===== src/rtl/acondicionador_botones_if.sv =====
// rtl/acondicionador_botones_if.sv - raw button inputs and conditioned event outputs
// master drives the raw buttons; slave is the conditioner.
interface acondicionador_botones_if;
  logic boton_comida_raw;
  logic boton_medicina_raw;
  logic pulso_comida;
  logic pulso_medicina;
  logic largo_comida;
  logic largo_medicina;
  logic nivel_comida;
  logic nivel_medicina;

  modport master (
    output boton_comida_raw,
    output boton_medicina_raw,
    input  pulso_comida,
    input  pulso_medicina,
    input  largo_comida,
    input  largo_medicina,
    input  nivel_comida,
    input  nivel_medicina
  );

  modport slave (
    input  boton_comida_raw,
    input  boton_medicina_raw,
    output pulso_comida,
    output pulso_medicina,
    output largo_comida,
    output largo_medicina,
    output nivel_comida,
    output nivel_medicina
  );
endinterface


===== src/rtl/acondicionador_botones.sv =====
// rtl/acondicionador_botones.sv - two-channel synchronize, debounce, press and long-press pulses
// Channel 0 is food, channel 1 is medicine; the channels share no state.
module acondicionador_botones #(
  parameter int DEBOUNCE_CYCLES = 16,
  parameter int LONG_CYCLES     = 250
) (
  input logic                     clk,
  input logic                     reset,
  acondicionador_botones_if.slave bus
);
  localparam int RW = (DEBOUNCE_CYCLES > 2) ? $clog2(DEBOUNCE_CYCLES) : 1;
  localparam int LW = $clog2(LONG_CYCLES + 1);
  localparam logic [RW-1:0] REB_MAX    = RW'(DEBOUNCE_CYCLES - 1);
  localparam logic [LW-1:0] LARGO_MAX  = LW'(LONG_CYCLES);
  localparam logic [LW-1:0] LARGO_PREV = LW'(LONG_CYCLES - 1);

  logic [1:0]    raw;
  logic [1:0]    s1;
  logic [1:0]    s2;
  logic [1:0]    estable;
  logic [1:0]    pulso;
  logic [1:0]    largo;
  logic [RW-1:0] cnt_reb   [2];
  logic [LW-1:0] cnt_largo [2];

  assign raw = {bus.boton_medicina_raw, bus.boton_comida_raw};

  always_ff @(posedge clk) begin
    if (reset) begin
      s1      <= '0;
      s2      <= '0;
      estable <= '0;
      pulso   <= '0;
      largo   <= '0;
      for (int c = 0; c < 2; c++) begin
        cnt_reb[c]   <= '0;
        cnt_largo[c] <= '0;
      end
    end else begin
      s1 <= raw;
      s2 <= s1;
      for (int c = 0; c < 2; c++) begin
        pulso[c] <= 1'b0;
        largo[c] <= 1'b0;

        // Any sample agreeing with the stable level restarts the debounce window.
        if (s2[c] == estable[c]) begin
          cnt_reb[c] <= '0;
        end else if (cnt_reb[c] == REB_MAX) begin
          estable[c] <= s2[c];
          cnt_reb[c] <= '0;
          pulso[c]   <= s2[c];
        end else begin
          cnt_reb[c] <= cnt_reb[c] + RW'(1);
        end

        // Old level 0 also covers the rising edge, so each press starts from zero.
        if (!estable[c]) begin
          cnt_largo[c] <= '0;
        end else if (cnt_largo[c] != LARGO_MAX) begin
          cnt_largo[c] <= cnt_largo[c] + LW'(1);
          largo[c]     <= (cnt_largo[c] == LARGO_PREV);
        end
      end
    end
  end

  assign bus.pulso_comida   = pulso[0];
  assign bus.pulso_medicina = pulso[1];
  assign bus.largo_comida   = largo[0];
  assign bus.largo_medicina = largo[1];
  assign bus.nivel_comida   = estable[0];
  assign bus.nivel_medicina = estable[1];
endmodule


===== src/flat_wrapper.sv =====
// flat-port wrapper written by rule: the top's interface ports become plain ports
module acondicionador_botones_flat 
#(
  parameter int DEBOUNCE_CYCLES = 16,
  parameter int LONG_CYCLES     = 250
)
  (clk, reset, bus_boton_comida_raw, bus_boton_medicina_raw, bus_pulso_comida, bus_pulso_medicina, bus_largo_comida, bus_largo_medicina, bus_nivel_comida, bus_nivel_medicina);
  acondicionador_botones_if bus_i ();
  input logic clk;
  input logic reset;
  input wire logic [$bits(bus_i.boton_comida_raw)-1:0] bus_boton_comida_raw;
  input wire logic [$bits(bus_i.boton_medicina_raw)-1:0] bus_boton_medicina_raw;
  output wire logic [$bits(bus_i.pulso_comida)-1:0] bus_pulso_comida;
  output wire logic [$bits(bus_i.pulso_medicina)-1:0] bus_pulso_medicina;
  output wire logic [$bits(bus_i.largo_comida)-1:0] bus_largo_comida;
  output wire logic [$bits(bus_i.largo_medicina)-1:0] bus_largo_medicina;
  output wire logic [$bits(bus_i.nivel_comida)-1:0] bus_nivel_comida;
  output wire logic [$bits(bus_i.nivel_medicina)-1:0] bus_nivel_medicina;
  assign bus_i.boton_comida_raw = bus_boton_comida_raw;
  assign bus_i.boton_medicina_raw = bus_boton_medicina_raw;
  assign bus_pulso_comida = bus_i.pulso_comida;
  assign bus_pulso_medicina = bus_i.pulso_medicina;
  assign bus_largo_comida = bus_i.largo_comida;
  assign bus_largo_medicina = bus_i.largo_medicina;
  assign bus_nivel_comida = bus_i.nivel_comida;
  assign bus_nivel_medicina = bus_i.nivel_medicina;
  acondicionador_botones #(.DEBOUNCE_CYCLES(DEBOUNCE_CYCLES), .LONG_CYCLES(LONG_CYCLES)) u_core (.clk(clk), .reset(reset), .bus(bus_i));
endmodule

===== config.mk =====
export PLATFORM = sky130hd
export DESIGN_NAME = acondicionador_botones_flat
export DESIGN_NICKNAME = d
export VERILOG_FILES = /design/src/rtl/acondicionador_botones_if.sv /design/src/rtl/acondicionador_botones.sv /design/src/flat_wrapper.sv
export SDC_FILE = /design/constraint.sdc
export NUM_CORES = 1
export LEC_CHECK = 0
export ABC_CLOCK_PERIOD_IN_PS = 1900
export BUFFER_PORTS_ARGS = -buffer_cell sky130_fd_sc_hd__clkbuf_2
export CAP_MARGIN = 15
export CORE_MARGIN = 1
export CORE_UTILIZATION = 35
export DETAILED_ROUTE_END_ITERATION = 6
export GPL_TIMING_DRIVEN = 0
export PLACE_DENSITY = 0.49
export SLEW_MARGIN = 20
export SYNTH_ARGS = -nofsm -noshare
export SYNTH_HDL_FRONTEND = slang
export SYNTH_SLANG_ARGS = --single-unit

===== constraint.sdc =====
create_clock -name clk -period 1.9 [get_ports clk]
set_clock_uncertainty 0.1 [all_clocks]
set_input_delay 0.285 -clock clk [delete_from_list [all_inputs] [get_ports clk]]
set_output_delay 0.285 -clock clk [all_outputs]
set_load 0.02 [all_outputs]

After elaboration in Yosys (flattened, before gate mapping)
Memory sizes are Yosys's and may differ from the RTL's.
Cells that the tools add are included.
Widths: inputs -> output; s select.
Word-level totals
  register bits after elaboration: 10
  bits in writable memories: 24
  bits of input ports: 4
  output and inout bits: 6
  word-level logic and storage cells: 94
  memories: 2
Memory list
  u_core.cnt_largo: depth 2, bits a word 8, read ports 2, clocked after Yosys merged registers in 0, write ports 2, RTL line acondicionador_botones.sv:24  | logic [LW-1:0] cnt_largo [2];
  u_core.cnt_reb: depth 2, bits a word 4, read ports 2, clocked after Yosys merged registers in 0, write ports 2, RTL line acondicionador_botones.sv:23  | logic [RW-1:0] cnt_reb [2];
Operators by class
  add/sub/neg operators: 4
  equality and inequality tests: 8
  muxes and demuxes: 48
  bitwise logic cells: 18
  reduce and logical (&&, ||, !) cells: 6
Operators with widths (count)
  $mux 1: 38
  $mux 8: 4
  $mux 4: 6
  $add 8x1->8 const B: 2
  $eq 8x8->1 const B: 2
  $ne 8x8->1 const B: 2
  $reduce_or 3->1: 4
  $or 1x1->1: 10
  $add 4x1->4 const B: 2
  $eq 4x4->1 const B: 2
  $not 1->1: 8
  $reduce_and 2->1: 2
  $eq 1x1->1: 2

Logic depth before layout (Yosys ltp)
Gate-level depths: netlist (run 1).
  word-level depth: 7
  mapped depth: 5

Worst setup path before layout (run 1)
Ideal clock, no wire load.
  kind: register to register
  from: memory u_core.cnt_largo[0][3] in the netlist's numbering
  to: memory u_core.cnt_largo[0][0] in the netlist's numbering, enable pin
  library setup time: 0.354 ns
  arrival: 1.072 ns
  slack: 0.374 ns
  cell stages (with the launch flop): 4
  clock period less this slack: 1.526 ns
  path through: edfxtp_1 -> and4_4 -> and3_1 -> nand4b_1
RTL lines (RTL line)
  start, declared: acondicionador_botones.sv:24

==> flow_metrics.tcl, run 1 <==
set metrics [dict create \
    status "finished, violations left" \
    violations "design-rule violations" \
    start_util_pct 36.94 \
    p_per_area_nw_per_um2 732.1 \
    yosys_warnings 0 \
    hold_path.class "in2reg" \
    numPortBuffers 9 \
    synthAdderAreaFrac_pct 6.098 \
    cp_cell_sequence "and4_4, and3_1, nand4b_1" \
    grt_pass1_vias 1097 \
    synth_top_family_by_area "simple AND/OR/NAND/NOR gates" \
    layout.nets 180 \
    chipWidth_microns 70.49 \
    drc 4 \
    cts_tree "built" \
    rr_startpoint "u_core.cnt_largo[1][3]" \
    rr_worst_depth 3 \
    ys_types 28 \
    yosys.area.top_type "edfxtp_1" \
    worstPathArrival_ns 1.52 \
    finalCritPeriodShare_pct 90.89 \
    holdWs_ns 0.1172 \
    areaGrowthSynthToFinish_pct 14.02 \
    crit_family "simple AND/OR/NAND/NOR gates" \
    grt_pass1_wl_mm 4.850 \
    layout_common_cells "edfxtp_1 (24), nor2_1 (19), inv_1 (12)" \
    cts_made_buffers 5 \
    period_minus_slack_ns 1.727 \
    n_antenna_cell 0 \
    htreeDepth 2 \
    ir_worst_vdd_mv 0.2621 \
    crit_path_end_kind "register" \
    finalMaxSlewViolations 0 \
    hold_viol_final 0 \
    cts-resized-gates 0 \
    cts_buffer_depth 2 \
    antenna_found_initial 0 \
    layout_commonest_cell "edfxtp_1" \
    worstPathRequired_ns 1.70 \
    endpoint "u_core.cnt_largo[1][5]" \
    start_kind "register" \
    synth_xor_xnor_area_share_pct 6.402 \
    max_cap_violations 0 \
    drtIter0Drc 75 \
    synth_mux_area_share_pct 1.220 \
    synth_compound_area_share_pct 6.402 \
    final_antenna_net_count 0 \
    grt_max_degree 11 \
    rows 24 \
    synth.area.top_cells "edfxtp_1 (44%), dfxtp_1 (12%), ha_1 (6.1%), xor2_1 (4.8%), nor2_1 (4.3%)" \
    place_hpwl_mm 1.875 \
    clk_pin_slew_ns 0.07 \
    cts_root_buf "clkbuf_8" \
    cp_slowest_stage_delay_ns 0.42 \
    crit_start "u_core.cnt_largo[1][3]" \
    die_area_sq_um 4968 \
    leakagePower_nw 0.7199 \
    syn_inst 144 \
    path_buf_inv 0 \
    reg2reg_to "u_core.cnt_largo[1][5]" \
    vias 1107 \
    synth-seq-cells 34 \
    drtPass1Iterations 6 \
    die_h_microns 70.49 \
    grt_overflow_total 0 \
    drive_gt1_share_pct 13.10 \
    wl_per_cell_microns 12.24 \
    clkLatencyLatePin_ns 0.28 \
    path_class "reg2reg" \
    grt_usage_pct 13.16 \
    cpMaxStageDelayCell "edfxtp_1" \
    ys_seq_area_share_pct 56.10 \
    cts_hold_buffers 0 \
    rsz0062_at_grt "false" \
    core_area_sq_um 4444 \
    cts_sinks 34 \
    post-synth-top-area-fraction_pct 43.90 \
    setup_tns_ns 0 \
    fin_util_pct 42.12 \
    finalSetupViolCount 0 \
    gp_congestion 0.7097 \
    syn_area_per_cell_sq_um 11.40 \
    avgViaCountPerCell 5.032 \
    max_freq_ghz 0.5791 \
    drt_wl_total_mm 2.693 \
    cp.depth 3 \
    synth_area_sq_um 1642 \
    reg2reg_slack_ns 0.17 \
    synthSimpleGateAreaFrac_pct 19.66 \
    worstPathMaxFanout 8 \
    ios 10 \
]
[report_power, final]
group / total [mW] / switching [mW] / internal [mW]
sequential: 0.806 / 0.00770 / 0.798
clock: 0.534 / 0.247 / 0.287
combinational: 0.0309 / 0.0168 / 0.0140
[area by class of cell]
cell class,instances,area [sq um]
Tap cell,52,65.06
Fill cell,459,2572
Clock buffer,7,86.33
Inverter,12,45.04
Timing Repair Buffer,10,52.55
Multi-Input combinational cell,102,683.2
Sequential cell,34,920.9
Buffer,3,18.77
[synth_stat cells (all sizes together)]
library cell,number
ha,8
nand2,4
o21ai,6
a41oi,2
nand4b,2
a21oi,4
and3,2
nor2b,4
buf,2
xor2,9
and3b,1
a41o,2
xnor2,3
nand3,10
edfxtp,24
mux2i,2
inv,12
clkbuf,1
nor2,19
nand3b,2
or3,4
nand2b,2
and4,2
a311oi,2
conb,1
nor4b,4
dfxtp,10
[worst register-to-register path: cells and delay by family, from the launching register on]
family	cells	cell delay (ns)
DFF	1	0.42
and+or+nand+nor	3	0.83
[through the flow]
step | cells | power (mW) | cell area, sq um | worst slack [ns]
after floorplan | 151 | 0.8416 | 1668 | 0.3742
after global placement | 212 | 0.8504 | 1778 | 0.1700
after detailed placement | 212 | 0.8527 | 1778 | 0.1295
after CTS | 219 | 1.390 | 1864 | 0.1215
after global routing | 220 | 1.437 | 1872 | 0.01914
final | 220 | 1.370 | 1872 | 0.1731
[cell families (layout without fill, tap and decap cells)]
kind of cell             count (synthesis)  count (layout)
adder cells (fa/ha/maj)                  8               8
multiplexers                             2               2
other                                    1               8
flip-flops                              34              34
AO/OA/AOI/OAI                           16              16
AND/OR/NAND/NOR                         56              56
buffers and inverters                   15              32
XOR/XNOR                                12              12
[how the worst min path moves through the flow]
stage	slack (ns)	startpoint	to	cells past startpoint
6_report	0.12	bus_boton_comida_raw	u_core.s1[0]	2
5_1_grt	0.13	bus_boton_medicina_raw	u_core.s1[1]	2
4_1_cts	0.11	bus_boton_comida_raw	u_core.s1[0]	2
3_5_place_dp	0.32	u_core.s1[1]	u_core.s2[1]	1
3_3_place_gp	0.32	u_core.s1[1]	u_core.s2[1]	1
2_1_floorplan	0.31	bus_boton_comida_raw	u_core.s1[0]	1
[sequential cells by signal (all words and copies together), names as in the netlist]
name and count:
u_core.cnt_reb 8, u_core.pulso 2, u_core.estable 2, u_core.s1 2
u_core.s2 2, u_core.largo 2, u_core.cnt_largo 16
[per-layer routing]
layer / vias up / GRT usage, % / part of all wire (%) / wire [microns]
met5: - / 0 / 0 / 0
met4: 0 / 6.803 / 2.3 / 62
met3: 7 / 5.195 / 4.0 / 109
met2: 15 / 19.85 / 45 / 1223
met1: 535 / 16.18 / 48 / 1298
li1: 550 / - / - / -
[repair_timing]
action	4_1_cts	5_1_grt
hold endpoints to repair	0	0
setup buffers	0	1
endpoints found under the setup margin	0	7
No activity file was read; power rests on OpenSTA's default activity.
==> run 2, diff against run 1 <==
--- a/config.mk
+++ b/config.mk
@@ -8,6 +8,7 @@
 export ABC_CLOCK_PERIOD_IN_PS = 1900
 export BUFFER_PORTS_ARGS = -buffer_cell sky130_fd_sc_hd__clkbuf_2
 export CAP_MARGIN = 15
+export CORE_ASPECT_RATIO = 0.75
 export CORE_MARGIN = 1
 export CORE_UTILIZATION = 35
 export DETAILED_ROUTE_END_ITERATION = 6
==> run 2 against run 1 <==
  * The run now ends clean
  * Final cell count grew 2.7%
  * Combinational power decreased by 2%
  * Sequential power about the same
  * Worst setup slack got worse by 0.029 ns
  * Core utilization is 0.71 points higher
  * Sequential cell count unchanged
  * First-iteration DRC count is 63% lower
  * Critical path depth did not move
  * Cell area rose by 2.8%
  * Sequential share of layout area shrank 1.3 points
  * Routed wire length shrank 0.33%
  * Die area is essentially flat
==> flow_metrics.tcl, run 2 (same netlist as run 1, synthesis figures left out) <==
set metrics [dict create \
    die_h_microns 61.31 \
    drtIter0Drc 28 \
    hold_viol_final 0 \
    cts_made_buffers 5 \
    core_area_sq_um 4493 \
    layout.nets 180 \
    grt_pass1_wl_mm 4.512 \
    multi_input_area_sq_um 683.2 \
    grt_overflow_total 0 \
    cts-resized-gates 0 \
    htreeDepth 2 \
    rsz0062_at_grt "false" \
    finalCritPeriodShare_pct 92.43 \
    place_hpwl_mm 1.912 \
    reg2reg_to "u_core.cnt_largo[1][3]" \
    largest_register "u_core.cnt_largo" \
    drive_gt1_share_pct 14.20 \
    setup_tns_ns 0 \
    ir_worst_vdd_mv 0.4098 \
    clk_pin_slew_ns 0.07 \
    dp.cells 217 \
    drt_wl_total_mm 2.684 \
    max_freq_ghz 0.5694 \
    cts_tree "built" \
    max_cap_violations 0 \
    fin_util_pct 42.83 \
    status "completed" \
    top_regs "u_core.cnt_largo x16, u_core.cnt_reb x8" \
    grt_usage_pct 12.71 \
    comb_power_share_pct 1.9 \
    start_kind "register" \
    leakagePower_nw 0.7434 \
    holdWs_ns 0.1154 \
    period_minus_slack_ns 1.756 \
    layout_setup_ws_ns 0.1438 \
    vias 1070 \
    power.share.sequential_pct 51.8 \
    chipWidth_microns 81.08 \
    layout_commonest_cell "edfxtp_1" \
    worstPathArrival_ns 1.55 \
    clkPwrFrac_pct 46.3 \
    layout_common_cells "edfxtp_1 (24), nor2_1 (19), inv_1 (12)" \
    areaGrowthSynthToFinish_pct 17.23 \
    antenna_found_initial 0 \
    cts_hold_buffers 0 \
    cts_root_buf "clkbuf_8" \
    start_util_pct 36.54 \
    grt_max_degree 12 \
    fill_cells 427 \
    hp-start "bus_boton_medicina_raw" \
    path_class "reg2reg" \
    min_to "u_core.s1[1]" \
    rr_startpoint "u_core.cnt_largo[1][3]" \
    rr_worst_depth 3 \
    rows 21 \
    hold_path.class "in2reg" \
    stdcell_count 226 \
    wl_per_cell_microns 11.88 \
    p_switching_mw 0.2893 \
    drc 0 \
    cts_buffer_depth 2 \
    largest_reg_flops 16 \
    dp_slack_ns 0.1169 \
    finalSetupViolCount 0 \
    cts_sinks 34 \
    seqCellArea_sq_um 920.9 \
    clkLatencyLatePin_ns 0.28 \
    finalMaxSlewViolations 0 \
    internal_power_mw 1.265 \
    worstPathRequired_ns 1.69 \
    p_per_area_nw_per_um2 807.9 \
    numPortBuffers 9 \
    min_delay_path_depth 2 \
    reg2reg_slack_ns 0.14 \
    grt_pass1_vias 998 \
    final_antenna_net_count 0 \
    n_antenna_cell 0 \
    avgViaCountPerCell 4.735 \
    post_cts_buffers 0 \
    crit_path_end_kind "register" \
    switching_share_pct 18.61 \
    gp_congestion 0.7738 \
    worstPathMaxFanout 8 \
    drtPass1Iterations 4 \
    die_area_sq_um 4971 \
    ios 10 \
]
[run 2: per-layer routing]
layer,vias up,part of all wire (%),GRT usage (%)
met3,5,3.0,4.444
met4,0,1.3,6.122
li1,553,-,-
met5,-,0,0
met1,499,53,16.70
met2,13,43,18.85
[run 2: final cells by class]
type                       count  share of cell area [%]
buffer                         3                  0.9753
clock buffer                   8                   6.892
inverter                      12                   2.341
multi-input combinational    102                   35.50
sequential                    34                   47.85
tap                           57                   3.706
timing repair buffer          10                   2.731
[run 2: worst max path at each step]
stage | from | end | depth (start not counted) | slack [ns]
floorplan | u_core.cnt_largo[0][3] | u_core.cnt_largo[0][0] | 3 | 0.37
global placement | u_core.cnt_largo[0][3] | u_core.cnt_largo[0][2] | 3 | 0.12
detailed placement | u_core.cnt_largo[0][3] | u_core.cnt_largo[0][3] | 3 | 0.12
CTS | u_core.cnt_largo[0][3] | u_core.cnt_largo[0][3] | 3 | 0.10
global route | u_core.cnt_largo[1][3] | u_core.cnt_largo[1][5] | 3 | 0.03
finish | u_core.cnt_largo[1][3] | u_core.cnt_largo[1][3] | 3 | 0.14
[run 2: power by group through the flow]
stage | logic, mW | registers [mW] | clock network, mW
3_5_place_dp | 0.0302 | 0.822 | 0
2_1_floorplan | 0.0217 | 0.820 | 0
5_1_grt | 0.0364 | 0.806 | 0.767
6_report | 0.0302 | 0.805 | 0.719
3_3_place_gp | 0.0298 | 0.821 | 0
4_1_cts | 0.0305 | 0.805 | 0.745
[run 2: worst max-delay path, stage by stage, from the launching register on]
cell and delay (ns):
edfxtp_1 0.43, and4_4 0.26, and3_1 0.19, nand4b_1 0.39
[run 2: per-stage QoR]
step | total power [mW] | area [sq um]
after global placement | 0.8510 | 1784
after global routing | 1.610 | 1924
after CTS | 1.580 | 1917
final | 1.555 | 1924
after detailed placement | 0.8518 | 1784
after floorplan | 0.8416 | 1668
==> run 3, diff against run 2 <==
--- a/config.mk
+++ b/config.mk
@@ -5,6 +5,7 @@
 export SDC_FILE = /design/constraint.sdc
 export NUM_CORES = 1
 export LEC_CHECK = 0
+export ABC_AREA = 1
 export ABC_CLOCK_PERIOD_IN_PS = 1900
 export BUFFER_PORTS_ARGS = -buffer_cell sky130_fd_sc_hd__clkbuf_2
 export CAP_MARGIN = 15
@@ -14,7 +15,7 @@
 export DETAILED_ROUTE_END_ITERATION = 6
 export GPL_TIMING_DRIVEN = 0
 export PLACE_DENSITY = 0.49
-export SLEW_MARGIN = 20
+export SLEW_MARGIN = 25
 export SYNTH_ARGS = -nofsm -noshare
 export SYNTH_HDL_FRONTEND = slang
 export SYNTH_SLANG_ARGS = --single-unit
==> run 3 against run 2 <==
  * Synthesized cell count is 26% higher
  * First-iteration DRC count increased by 89%
  * Global-route usage is 0.49 points lower
  * Critical endpoint is now u_core.cnt_largo[0][6]
  * Worst setup slack improved by 0.15 ns
  * Cell area is 2.9% higher
  * Total power decreased by 14%
  * Register-to-register slack gained 0.15 ns
  * Largest cell class unchanged
  * Combinational power about the same
  * Sequential power about the same
  * Via count grew 9.5%
  * Largest power group unchanged
==> flow_metrics.tcl, run 3 <==
set metrics [dict create \
    status "completed" \
    switching_share_pct 20.82 \
    period_minus_slack_ns 1.602 \
    drc 0 \
    drive_gt1_share_pct 20.59 \
    p_switching_mw 0.2787 \
    multi_input_area_sq_um 757.0 \
    final_antenna_net_count 0 \
    ir_worst_vdd_mv 0.4094 \
    ys_top_cells_by_count "nor2_1 (31), edfxtp_1 (24), inv_1 (24)" \
    m1WireLength_mm 1.460 \
    comb_power_share_pct 2.2 \
    antenna_found_initial 0 \
    synth.area.top_cells "edfxtp_1 (41%), dfxtp_1 (11%), nor2_1 (6.7%), ha_1 (5.7%), inv_1 (5.2%)" \
    yosys.area.top_type "edfxtp_1" \
    clkPwrFrac_pct 37.6 \
    p_per_area_nw_per_um2 676.3 \
    layout_common_cells "nor2_1 (31), inv_1 (24), edfxtp_1 (24)" \
    holdWs_ns 0.09414 \
    drt_wl_total_mm 2.859 \
    rsz0062_at_grt "false" \
    wl_per_cell_microns 10.95 \
    internal_power_mw 1.060 \
    n_antenna_cell 0 \
    power.share.sequential_pct 60.2 \
    grt_usage_pct 12.22 \
    total_power_mw 1.339 \
    max_freq_ghz 0.6244 \
    die_h_microns 63.18 \
    start_kind "register" \
    syn_inst 181 \
    ios 10 \
    hold_path.class "in2reg" \
    hold_viol_final 0 \
    drtIter0Drc 53 \
    ys_seq_area_share_pct 52.72 \
    rr_worst_depth 5 \
    finalCritPeriodShare_pct 84.30 \
    path_class "reg2reg" \
    grt_overflow_total 0 \
    place_hpwl_mm 2.180 \
    core_area_sq_um 4624 \
    top_regs "u_core.cnt_largo x16, u_core.cnt_reb x8" \
    synth_edf_count 24 \
    synth_flop_cell "edfxtp_1" \
    cts_made_buffers 5 \
    gp_congestion 0.7446 \
    yosys_warnings 0 \
    cts-resized-gates 0 \
    rows 21 \
    layout_setup_ws_ns 0.2984 \
    layout.nets 215 \
    synth_area_sq_um 1747 \
    cts_root_buf "clkbuf_8" \
    start_util_pct 37.77 \
    cts_buffer_depth 2 \
    worstPathRequired_ns 1.77 \
    die_area_sq_um 5280 \
    clkLatencyLatePin_ns 0.28 \
    setup_tns_ns 0 \
    cts_hold_buffers 0 \
    grt_max_degree 12 \
    finalSetupViolCount 0 \
    layout_commonest_cell "nor2_1" \
    numPortBuffers 8 \
    grt_pass1_wl_mm 5.043 \
    finalMaxSlewViolations 0 \
    clk_pin_slew_ns 0.07 \
    synth-seq-cells 34 \
    largest_register "u_core.cnt_largo" \
    reg2reg_slack_ns 0.30 \
    wl_met3_microns 107 \
    worstPathArrival_ns 1.47 \
    ys_types 22 \
    dp_slack_ns 0.1381 \
    leakagePower_nw 0.7313 \
    fill_cells 463 \
    highest_layer "met4" \
    largest_reg_flops 16 \
    post_cts_buffers 0 \
    fin_util_pct 42.80 \
    yosysMostFrequentCell "nor2_1" \
    seqCellArea_sq_um 920.9 \
    cts_tree "built" \
    syn_area_per_cell_sq_um 9.650 \
    min_delay_path_depth 3 \
    synth-async-reset-ratio_pct 0 \
    chipWidth_microns 83.57 \
    crit_path_end_kind "register" \
    htreeDepth 2 \
    vias 1172 \
    post-synth-top-area-fraction_pct 41.26 \
    max_cap_violations 0 \
    drtPass1Iterations 4 \
    areaGrowthSynthToFinish_pct 13.32 \
    worstPathMaxFanout 8 \
    grt_pass1_vias 1167 \
    avgViaCountPerCell 4.490 \
    wl_met2_mm 1.246 \
    cts_sinks 34 \
]
==> run 3: cell types whose count changed after synthesis, sizes merged, moves of 6 or more <==
cell   previous run  this run
nand3            10        16
nor2             19        41
nand2             4        29
inv              12        26
==> run 3: per-layer routing <==
layer	vias up	global-route usage, %
met3	5	4.063
met2	12	19.82
met4	0	5.085
met1	539	14.98
li1	616	-
met5	-	0
==> run 3: logic make-up (layout without fill, tap and decap cells) <==
family / Yosys count / count (layout) / synth area share (%)
XOR/XNOR: 11 / 11 / 5.516
AO/OA/AOI/OAI: 11 / 11 / 4.226
AND/OR/NAND/NOR: 89 / 89 / 25.57
flip-flops: 34 / 34 / 52.72
adder cells (fa/ha/maj): 8 / 8 / 5.731
buffers and inverters: 27 / 43 / 6.018
other: 1 / 8 / 0.2147
==> run 3: stage by stage <==
step / cells / cell area, sq um
final: 261 / 1979
after global routing: 261 / 1979
after CTS: 261 / 1969
after detailed placement: 253 / 1884
after global placement: 253 / 1884
after floorplan: 188 / 1773
==> run 3: critical path, cell delays in order, from the launching register on <==
cell and delay (ns):
edfxtp_1 0.47, inv_1 0.12, ha_1 0.15, inv_1 0.04, nor2_1 0.19, nand3_2 0.24
==> run 3: power by group through the flow <==
stage / logic, mW / clock network, mW / registers, mW
5_1_grt: 0.0355 / 0.561 / 0.807
6_report: 0.0300 / 0.503 / 0.806
4_1_cts: 0.0304 / 0.527 / 0.805
3_3_place_gp: 0.0293 / 0 / 0.821
2_1_floorplan: 0.0237 / 0 / 0.820
3_5_place_dp: 0.0300 / 0 / 0.822
==> run 3: area by class of cell <==
cell class,count,share of cell area [%]
flip-flops and latches,34,46.52
multi-input cells,127,38.24
inverters,26,4.930
well taps,57,3.603
clock buffers,5,3.477
repair buffers,8,2.023
clock inverters,3,0.8217
plain buffers,1,0.3793
==> run 3: worst paths after layout <==
check,from,to
setup / recovery,u_core.cnt_largo[0][0],u_core.cnt_largo[0][6]
hold / removal,bus_boton_medicina_raw,u_core.s1[1]
hold reg to reg,u_core.s1[1],u_core.s2[1]
setup reg to reg,u_core.cnt_largo[0][0],u_core.cnt_largo[0][6]
